[src/rtl/store_merge_if.sv]
// Handshake and data-memory signals between the control unit, the store merge unit and memory.
// The slave modport is the merge unit; the master side is the control unit together with memory.
interface store_merge_if;
  logic        start;
  logic [1:0]  op;
  logic [31:0] addr;
  logic [31:0] store_data;
  logic [31:0] mem_rdata;
  logic [31:0] mem_addr;
  logic [31:0] mem_wdata;
  logic        mem_wr;
  logic        busy;
  logic        done;
  logic        err;

  modport slave (
    input  start, op, addr, store_data, mem_rdata,
    output mem_addr, mem_wdata, mem_wr, busy, done, err
  );

  modport master (
    output start, op, addr, store_data, mem_rdata,
    input  mem_addr, mem_wdata, mem_wr, busy, done, err
  );
endinterface

[src/rtl/store_merge_unit.sv]
// Store path for SW/SH/SB: SW writes the word directly; SH/SB read the target word,
// splice the low halfword/byte of the B register into it and write it back.
module store_merge_unit #(
  parameter int MEM_LATENCY = 1
) (
  input logic          clk,
  input logic          reset,
  store_merge_if.slave bus
);

  typedef enum logic [2:0] {
    S_IDLE,
    S_READ,
    S_WAIT,
    S_WRITE,
    S_DONE
  } state_t;

  localparam logic [1:0] OP_SW  = 2'b00;
  localparam logic [1:0] OP_SH  = 2'b01;
  localparam logic [1:0] OP_ILL = 2'b11;
  localparam logic [2:0] CNT_INIT = 3'(MEM_LATENCY - 1);

  state_t      r_state;
  state_t      w_next;
  logic [1:0]  r_op;
  logic [31:0] r_data;
  logic [31:0] r_mem_addr;
  logic [31:0] r_mem_wdata;
  logic [2:0]  r_cnt;
  logic        w_accept;

  // SH keeps the upper halfword, SB the upper three bytes; lanes never depend on addr.
  function automatic logic [31:0] merge_word(input logic [1:0] op,
                                             input logic [31:0] rdata,
                                             input logic [31:0] sdata);
    if (op == OP_SH) merge_word = {rdata[31:16], sdata[15:0]};
    else             merge_word = {rdata[31:8],  sdata[7:0]};
  endfunction

  assign w_accept = (r_state == S_IDLE) && bus.start;

  always_ff @(posedge clk or posedge reset) begin
    if (reset) r_state <= S_IDLE;
    else       r_state <= w_next;
  end

  always_comb begin
    w_next = r_state;
    case (r_state)
      S_IDLE: begin
        if (bus.start) begin
          if (bus.op == OP_SW)       w_next = S_WRITE;
          else if (bus.op == OP_ILL) w_next = S_DONE;
          else                       w_next = S_READ;
        end
      end
      S_READ:  w_next = S_WAIT;
      S_WAIT:  if (r_cnt == 3'd0) w_next = S_WRITE;
      S_WRITE: w_next = S_DONE;
      S_DONE:  w_next = S_IDLE;
      default: w_next = S_IDLE;
    endcase
  end

  // Address/data registers only move on acceptance or at the end of the read wait,
  // so they hold their last values through IDLE.
  always_ff @(posedge clk or posedge reset) begin
    if (reset) begin
      r_op        <= 2'b00;
      r_data      <= 32'd0;
      r_mem_addr  <= 32'd0;
      r_mem_wdata <= 32'd0;
      r_cnt       <= 3'd0;
    end else begin
      if (w_accept) begin
        r_op   <= bus.op;
        r_data <= bus.store_data;
        if (bus.op != OP_ILL) r_mem_addr  <= bus.addr;
        if (bus.op == OP_SW)  r_mem_wdata <= bus.store_data;
      end
      if (r_state == S_READ) r_cnt <= CNT_INIT;
      if (r_state == S_WAIT) begin
        if (r_cnt != 3'd0) r_cnt       <= r_cnt - 3'd1;
        else               r_mem_wdata <= merge_word(r_op, bus.mem_rdata, r_data);
      end
    end
  end

  // Strobes decode straight from the state register so an async reset kills a write at once.
  assign bus.mem_addr  = r_mem_addr;
  assign bus.mem_wdata = r_mem_wdata;
  assign bus.mem_wr    = (r_state == S_WRITE);
  assign bus.busy      = (r_state != S_IDLE);
  assign bus.done      = (r_state == S_DONE);
  assign bus.err       = (r_state == S_DONE) && (r_op == OP_ILL);

endmodule

[src/flat_wrapper.sv]
// flat-port wrapper written by rule: the top's interface ports become plain ports
module store_merge_unit_flat 
#(
  parameter int MEM_LATENCY = 1
)
  (clk, reset, bus_start, bus_op, bus_addr, bus_store_data, bus_mem_rdata, bus_mem_addr, bus_mem_wdata, bus_mem_wr, bus_busy, bus_done, bus_err);
  store_merge_if bus_i ();
  input logic clk;
  input logic reset;
  input wire logic [$bits(bus_i.start)-1:0] bus_start;
  input wire logic [$bits(bus_i.op)-1:0] bus_op;
  input wire logic [$bits(bus_i.addr)-1:0] bus_addr;
  input wire logic [$bits(bus_i.store_data)-1:0] bus_store_data;
  input wire logic [$bits(bus_i.mem_rdata)-1:0] bus_mem_rdata;
  output wire logic [$bits(bus_i.mem_addr)-1:0] bus_mem_addr;
  output wire logic [$bits(bus_i.mem_wdata)-1:0] bus_mem_wdata;
  output wire logic [$bits(bus_i.mem_wr)-1:0] bus_mem_wr;
  output wire logic [$bits(bus_i.busy)-1:0] bus_busy;
  output wire logic [$bits(bus_i.done)-1:0] bus_done;
  output wire logic [$bits(bus_i.err)-1:0] bus_err;
  assign bus_i.start = bus_start;
  assign bus_i.op = bus_op;
  assign bus_i.addr = bus_addr;
  assign bus_i.store_data = bus_store_data;
  assign bus_i.mem_rdata = bus_mem_rdata;
  assign bus_mem_addr = bus_i.mem_addr;
  assign bus_mem_wdata = bus_i.mem_wdata;
  assign bus_mem_wr = bus_i.mem_wr;
  assign bus_busy = bus_i.busy;
  assign bus_done = bus_i.done;
  assign bus_err = bus_i.err;
  store_merge_unit #(.MEM_LATENCY(MEM_LATENCY)) u_core (.clk(clk), .reset(reset), .bus(bus_i));
endmodule
[config.mk]
export PLATFORM = sky130hd
export DESIGN_NAME = store_merge_unit_flat
export DESIGN_NICKNAME = d
export VERILOG_FILES = /design/src/rtl/store_merge_if.sv /design/src/rtl/store_merge_unit.sv /design/src/flat_wrapper.sv
export SDC_FILE = /design/constraint.sdc
export NUM_CORES = 1
export LEC_CHECK = 0
export CAP_MARGIN = 20
export CORE_AREA = 4 4 76 131
export DETAILED_ROUTE_END_ITERATION = 6
export DIE_AREA = 0 0 80 135
export PLACE_DENSITY_LB_ADDON = 0.1
export SYNTH_ARGS = -nofsm -noshare
export SYNTH_HDL_FRONTEND = slang
export SYNTH_SLANG_ARGS = --single-unit
[constraint.sdc]
create_clock -name clk -period 4.9 [get_ports clk]
set_clock_uncertainty 0.2 [all_clocks]
set_input_delay 0.735 -clock clk [delete_from_list [all_inputs] [get_ports clk]]
set_output_delay 0.735 -clock clk [all_outputs]
set_load 0.005 [all_outputs]
Yosys cells after proc, flatten, opt, wreduce, memory -nomap -nowiden. Cells that the tools add are included.

$add $sub $neg: 1. $mul: 0. Divide/modulo/power cells: 0. Order comparisons: 0. Equal/unequal tests: 10. Shift-type cells: 0. Muxes and demuxes: 13. Bitwise gates (word level): 0. Reduce and logical (&&, ||, !) cells: 9.

Operator list (count): 32-bit two-way mux (4); 3-bit two-way mux (7); 16-bit two-way mux (1); 3-bit case mux with 4 select lines (1); 3-bit by 2-bit == test with 1-bit output, second input constant (2); 3-bit logical NOT (2); 3-bit nonzero test (2); 2-bit == test, second input constant (2); 2-bit != test, second input constant (2); 2-bit AND reduction (2); 3-bit by 1-bit == test with 1-bit output, second input constant (1); 3-bit == test, second input constant (1); 3-bit by 1-bit subtractor with 3-bit output, second input constant (1); 2-bit by 1-bit == test with 1-bit output, second input constant (1); 1-bit logical AND (2); 2-bit logical NOT (1); 2-bit by 1-bit != test with 1-bit output, second input constant (1).

Register bits: 88. Bits in latches: 0. Memory bits (writable): 0. ROM bits: 0. Bits of input ports: 101. Output and inout port bits: 68. Memories: 0.

Depth between registers and ports, before layout.
Depth after elaboration: 5. Mapped depth: 8. Depth with buffers taken out: 6.

Least setup slack after synthesis. Ideal clock, no wire load.

Kind: input port to flip-flop. From: input bus_op[1]. To: register u_core.r_mem_wdata[20] (netlist: u_core.bus.mem_wdata[20]). Data arrival time: 1841 ps. Required time: 4558 ps. Slack: 2717 ps. Cell stages on the path: 6. Path buffers: 2. Cell sequence: or3b_2 -> or2_1 -> clkbuf_1 -> buf_2 -> nand2_1 -> a31oi_1.

Cells in the longest elaborated chain, start to end: 5.

Ends and longest elaborated chain: from (decl) (line flat_wrapper.sv:11) `input wire logic [$bits(bus_i.op)-1:0] bus_op;`; 2-bit logical NOT (*) (line store_merge_unit.sv:80) `if (bus.op == OP_SW) r_mem_wdata <= bus.store_data;`; 32-bit two-way mux (*) (line store_merge_unit.sv:80); 32-bit two-way mux (*) (line store_merge_unit.sv:76) `if (w_accept) begin`; 32-bit two-way mux (line store_merge_unit.sv:84) `if (r_cnt != 3'd0) r_cnt <= r_cnt - 3'd1;`; 32-bit two-way mux (*) (line store_merge_unit.sv:83) `if (r_state == S_WAIT) begin`; to (signal assigned) (line store_merge_unit.sv:80); to (signal assigned) (line store_merge_unit.sv:85) `else r_mem_wdata <= merge_word(r_op, bus.mem_rdata, r_data);`; to (decl) (line store_merge_unit.sv:29) `logic [31:0] r_mem_wdata;`.

Every way passes the cells marked *; elsewhere a longest branch is shown, timed or not. A chain may end at the register's enable or synchronous reset.

Worst setup path in the final report.
From: register u_core.r_state[0]. To: output bus_err.

Cells in the longest elaborated chain, start to end: 2.

Ends and longest elaborated chain: from (decl) (line store_merge_unit.sv:24) `state_t r_state;`; from (signal assigned) (line store_merge_unit.sv:45) `else r_state <= w_next;`; 3-bit == test (line store_merge_unit.sv:96) `assign bus.err = (r_state == S_DONE) && (r_op == OP_ILL);`; 1-bit logical AND (line store_merge_unit.sv:96); to (decl) (line flat_wrapper.sv:20) `output wire logic [$bits(bus_i.err)-1:0] bus_err;`.

No other way between the ends.

==> results.py <==
metrics = {
    "setup_path": {
        "criticalPathCategory": "reg -> out",
        "r2r-start": "u_core.r_state[2]",
        "cp.arrival_ns": 1.86,
        "worst_setup_path_start_kind": "flip-flop",
        "path_max_fanout": 9,
        "critPathLaunch": "u_core.r_state[0]",
        "cp.required_ns": 3.96,
        "endpoint_kind": "primary output",
    },
    "synthesis": {
        "synth_ff_type": "dfrtp_1",
        "syn_inst": 340,
        "seq_area_frac_synth_pct": 56.37,
        "ys_ff_latch": 88,
        "synth_edf_count": 0,
        "synth-async-reset-ratio_pct": 100.0,
        "synth.avg_cell_area_um2": 11.49,
        "syn_nets": 443,
        "syn_area_um2": 3906,
        "synth.distinct_cells": 36,
        "ys_warn_count": 0,
    },
    "route": {
        "wl_um": 9898,
        "wl_per_cell_um": 15.99,
        "ant_nets": 0,
        "viasPerCell": 4.995,
        "drt_iter0_drc": 116,
        "drc": 0,
        "drt_pass1_iterations": 4,
        "dr_total_vias": 3092,
    },
    "sta": {
        "finalCritPeriodShare_pct": 56.96,
        "worst_slack_ns": 2.109,
        "rsz0062_at_grt": "no",
        "hold_ws_ns": 0.2920,
        "setup_viol": 0,
        "period_needed_ns": 2.791,
        "worst_pin_slew_ns": 1.041,
        "fmax_mhz": 358.3,
        "tns_ns": 0,
        "hold_viol": 0,
        "maxSlewViolCount": 0,
        "maxSlewHeadroom_pct": 30.61,
    },
    "placed_design": {
        "dpl_cell_area_um2": 5599,
        "pre_cts_slack_ns": 1.946,
        "placed_cells": 603,
        "io_buffer_count": 160,
        "dpl.hpwl_um": 6894,
        "gp_congestion": 0.7415,
    },
    "pwr": {
        "total_power_mw": 3.637,
        "p_leak_nw": 2.636,
        "power.density_nw_per_um2": 616.4,
        "ir_drop_mv": 0.2638,
    },
    "floorplanning": {
        "start_util_pct": 43.51,
        "die_h_um": 135,
        "die_w_um": 80,
        "rows": 46,
        "die_area_um2": 10800,
        "num_io_pins": 169,
        "core_area_um2": 8979,
    },
    "final_layout": {
        "nNetsFinal": 597,
        "drive_gt1_share_pct": 12.63,
        "nFillCells": 742,
        "final_area_um2": 5899,
        "final_core_util_pct": 65.71,
        "area_growth_pct": 51.03,
        "diodes": 0,
        "finalNonFillerCells": 619,
    },
    "clocking": {
        "cts_sinks": 88,
        "clock_insertion_delay_worst_skew_ns": 0.34,
        "cts_tree": "done",
        "cts_root_buf": "clkbuf_16",
        "cts_buffer_depth": 2,
        "htreeDepth": 3,
        "numCtsBuffers": 9,
        "ctsHoldBuffers": 0,
        "ctsResizeCount": 0,
        "clk_pin_slew_ns": 0.06,
        "post_cts_buffers": 0,
    },
    "global_routing": {
        "grtUsageTotal_pct": 18.93,
        "grt_remaining_overflow": 0,
        "grt_pass1_vias": 3334,
        "grt_util_met1_pct": 22.67,
        "grt_pass1_wl_um": 15940,
        "grt_max_degree": 37,
        "antenna_found_initial": 0,
        "use_met3_pct": 3.872,
        "grt-busiest-layer": "met2",
        "use_met2_pct": 31.87,
    },
    "worst_hold_path": {
        "hp-class": "reg -> reg",
        "hold_path_startpoint": "u_core.bus.mem_addr[31]",
    },
    "run_status": {
        "run_status": "complete, no violations",
    },
    "run": {
        "drv_cap": 0,
    },
}
==> final cells by class <==
type	count	area, µm²	area share, %
multi-input cells	224	1572	26.64
flip-flops and latches	88	2202	37.33
well taps	120	150.1	2.545
repair buffers	165	1652	28.00
inverters	6	23.77	0.4030
clock buffers	13	260.3	4.411
clock inverters	3	40.04	0.6787
==> layer usage <==
layer / vias up / share of wire [%]
li1: 1474 / -
met1: 1486 / 39
met2: 117 / 52
met3: 15 / 7.0
met4: 0 / 2.4
met5: - / 0
==> cell families (layout without fill, tap and decap cells) <==
kind of cell               after synthesis  count (layout)  synth area share (%)
buffers and inverters                   28             187                 3.555
and+or+nand+nor                        100             100                 11.53
adders and majority gates                2               2                0.6405
muxes                                   51              51                 17.55
DFF                                     88              88                 56.37
AOI/OAI and AO/OA                       71              71                 10.35
==> state kept, by name, indices dropped and copies added, names as in the netlist <==
signal                cells
u_core.r_data            16
u_core.r_cnt              3
u_core.r_op               2
u_core.bus.mem_wdata     32
u_core.r_state            3
u_core.bus.mem_addr      32
==> critical path: stages, from the launching register on <==
cell	delay, ns
dfrtp_1	0.49
nor2_1	0.19
and2_1	0.18
and3_1	0.17
clkdlybuf4s50_1	0.50
==> cells in the mapped netlist, types with 2 or more instances <==
cell      number  share of area [%]
a32oi_1        8                1.8
buf_2          9                1.2
a22o_1         2               0.45
mux2_4        30                 12
a21oi_1       51                6.5
nor2_1        26                2.5
clkbuf_1       8               0.77
mux2_2         8                2.3
nor2b_1        2               0.32
or3_1          3               0.48
ha_1           2               0.64
buf_6          3               0.86
inv_1          6               0.58
a31oi_1        4               0.64
dfrtp_1       88                 56
buf_1          2               0.19
nand2b_1       3               0.48
o21ai_0        3               0.38
nand2_1       54                5.2
mux2_1        12                3.5
==> cell usage in the layout (no fill, tap or decap), types with 2 or more instances in the layout <==
cell	count
a22o_1	2
clkbuf_16	9
buf_4	4
clkbuf_1	2
nand2b_1	3
clkdlybuf4s50_1	160
mux2_1	12
dfrtp_1	88
nor2b_1	2
a21oi_1	51
inv_1	5
ha_1	2
clkbuf_8	2
or3_1	3
a32oi_1	8
nor2_1	26
o21ai_0	3
mux2_4	30
nand2_1	54
a31oi_1	4
clkinv_2	3
mux2_2	8
==> power breakdown <==
part           leakage (nW)  switching (mW)  total (mW)  internal (mW)
clock network         0.150           0.272       0.693          0.422
logic                  1.46           0.639        1.64          0.999
registers              1.03           0.211        1.31           1.09
total                  2.64            1.12        3.64           2.51
==> path summary, 6_finish.rpt <==
check                      slack, ns  depth (start not counted)                       to
hold reg to reg                 0.29                          1  u_core.bus.mem_addr[31]
hold / removal                  0.29                          1  u_core.bus.mem_addr[31]
max in group asynchronous       3.21                          3  u_core.bus.mem_wdata[7]
setup / recovery                2.11                          4                  bus_err
min in group asynchronous       0.56                          2  u_core.bus.mem_addr[30]
setup reg to reg                2.36                          4  u_core.bus.mem_addr[30]
Note: power is estimated with default switching activity, not from simulation.
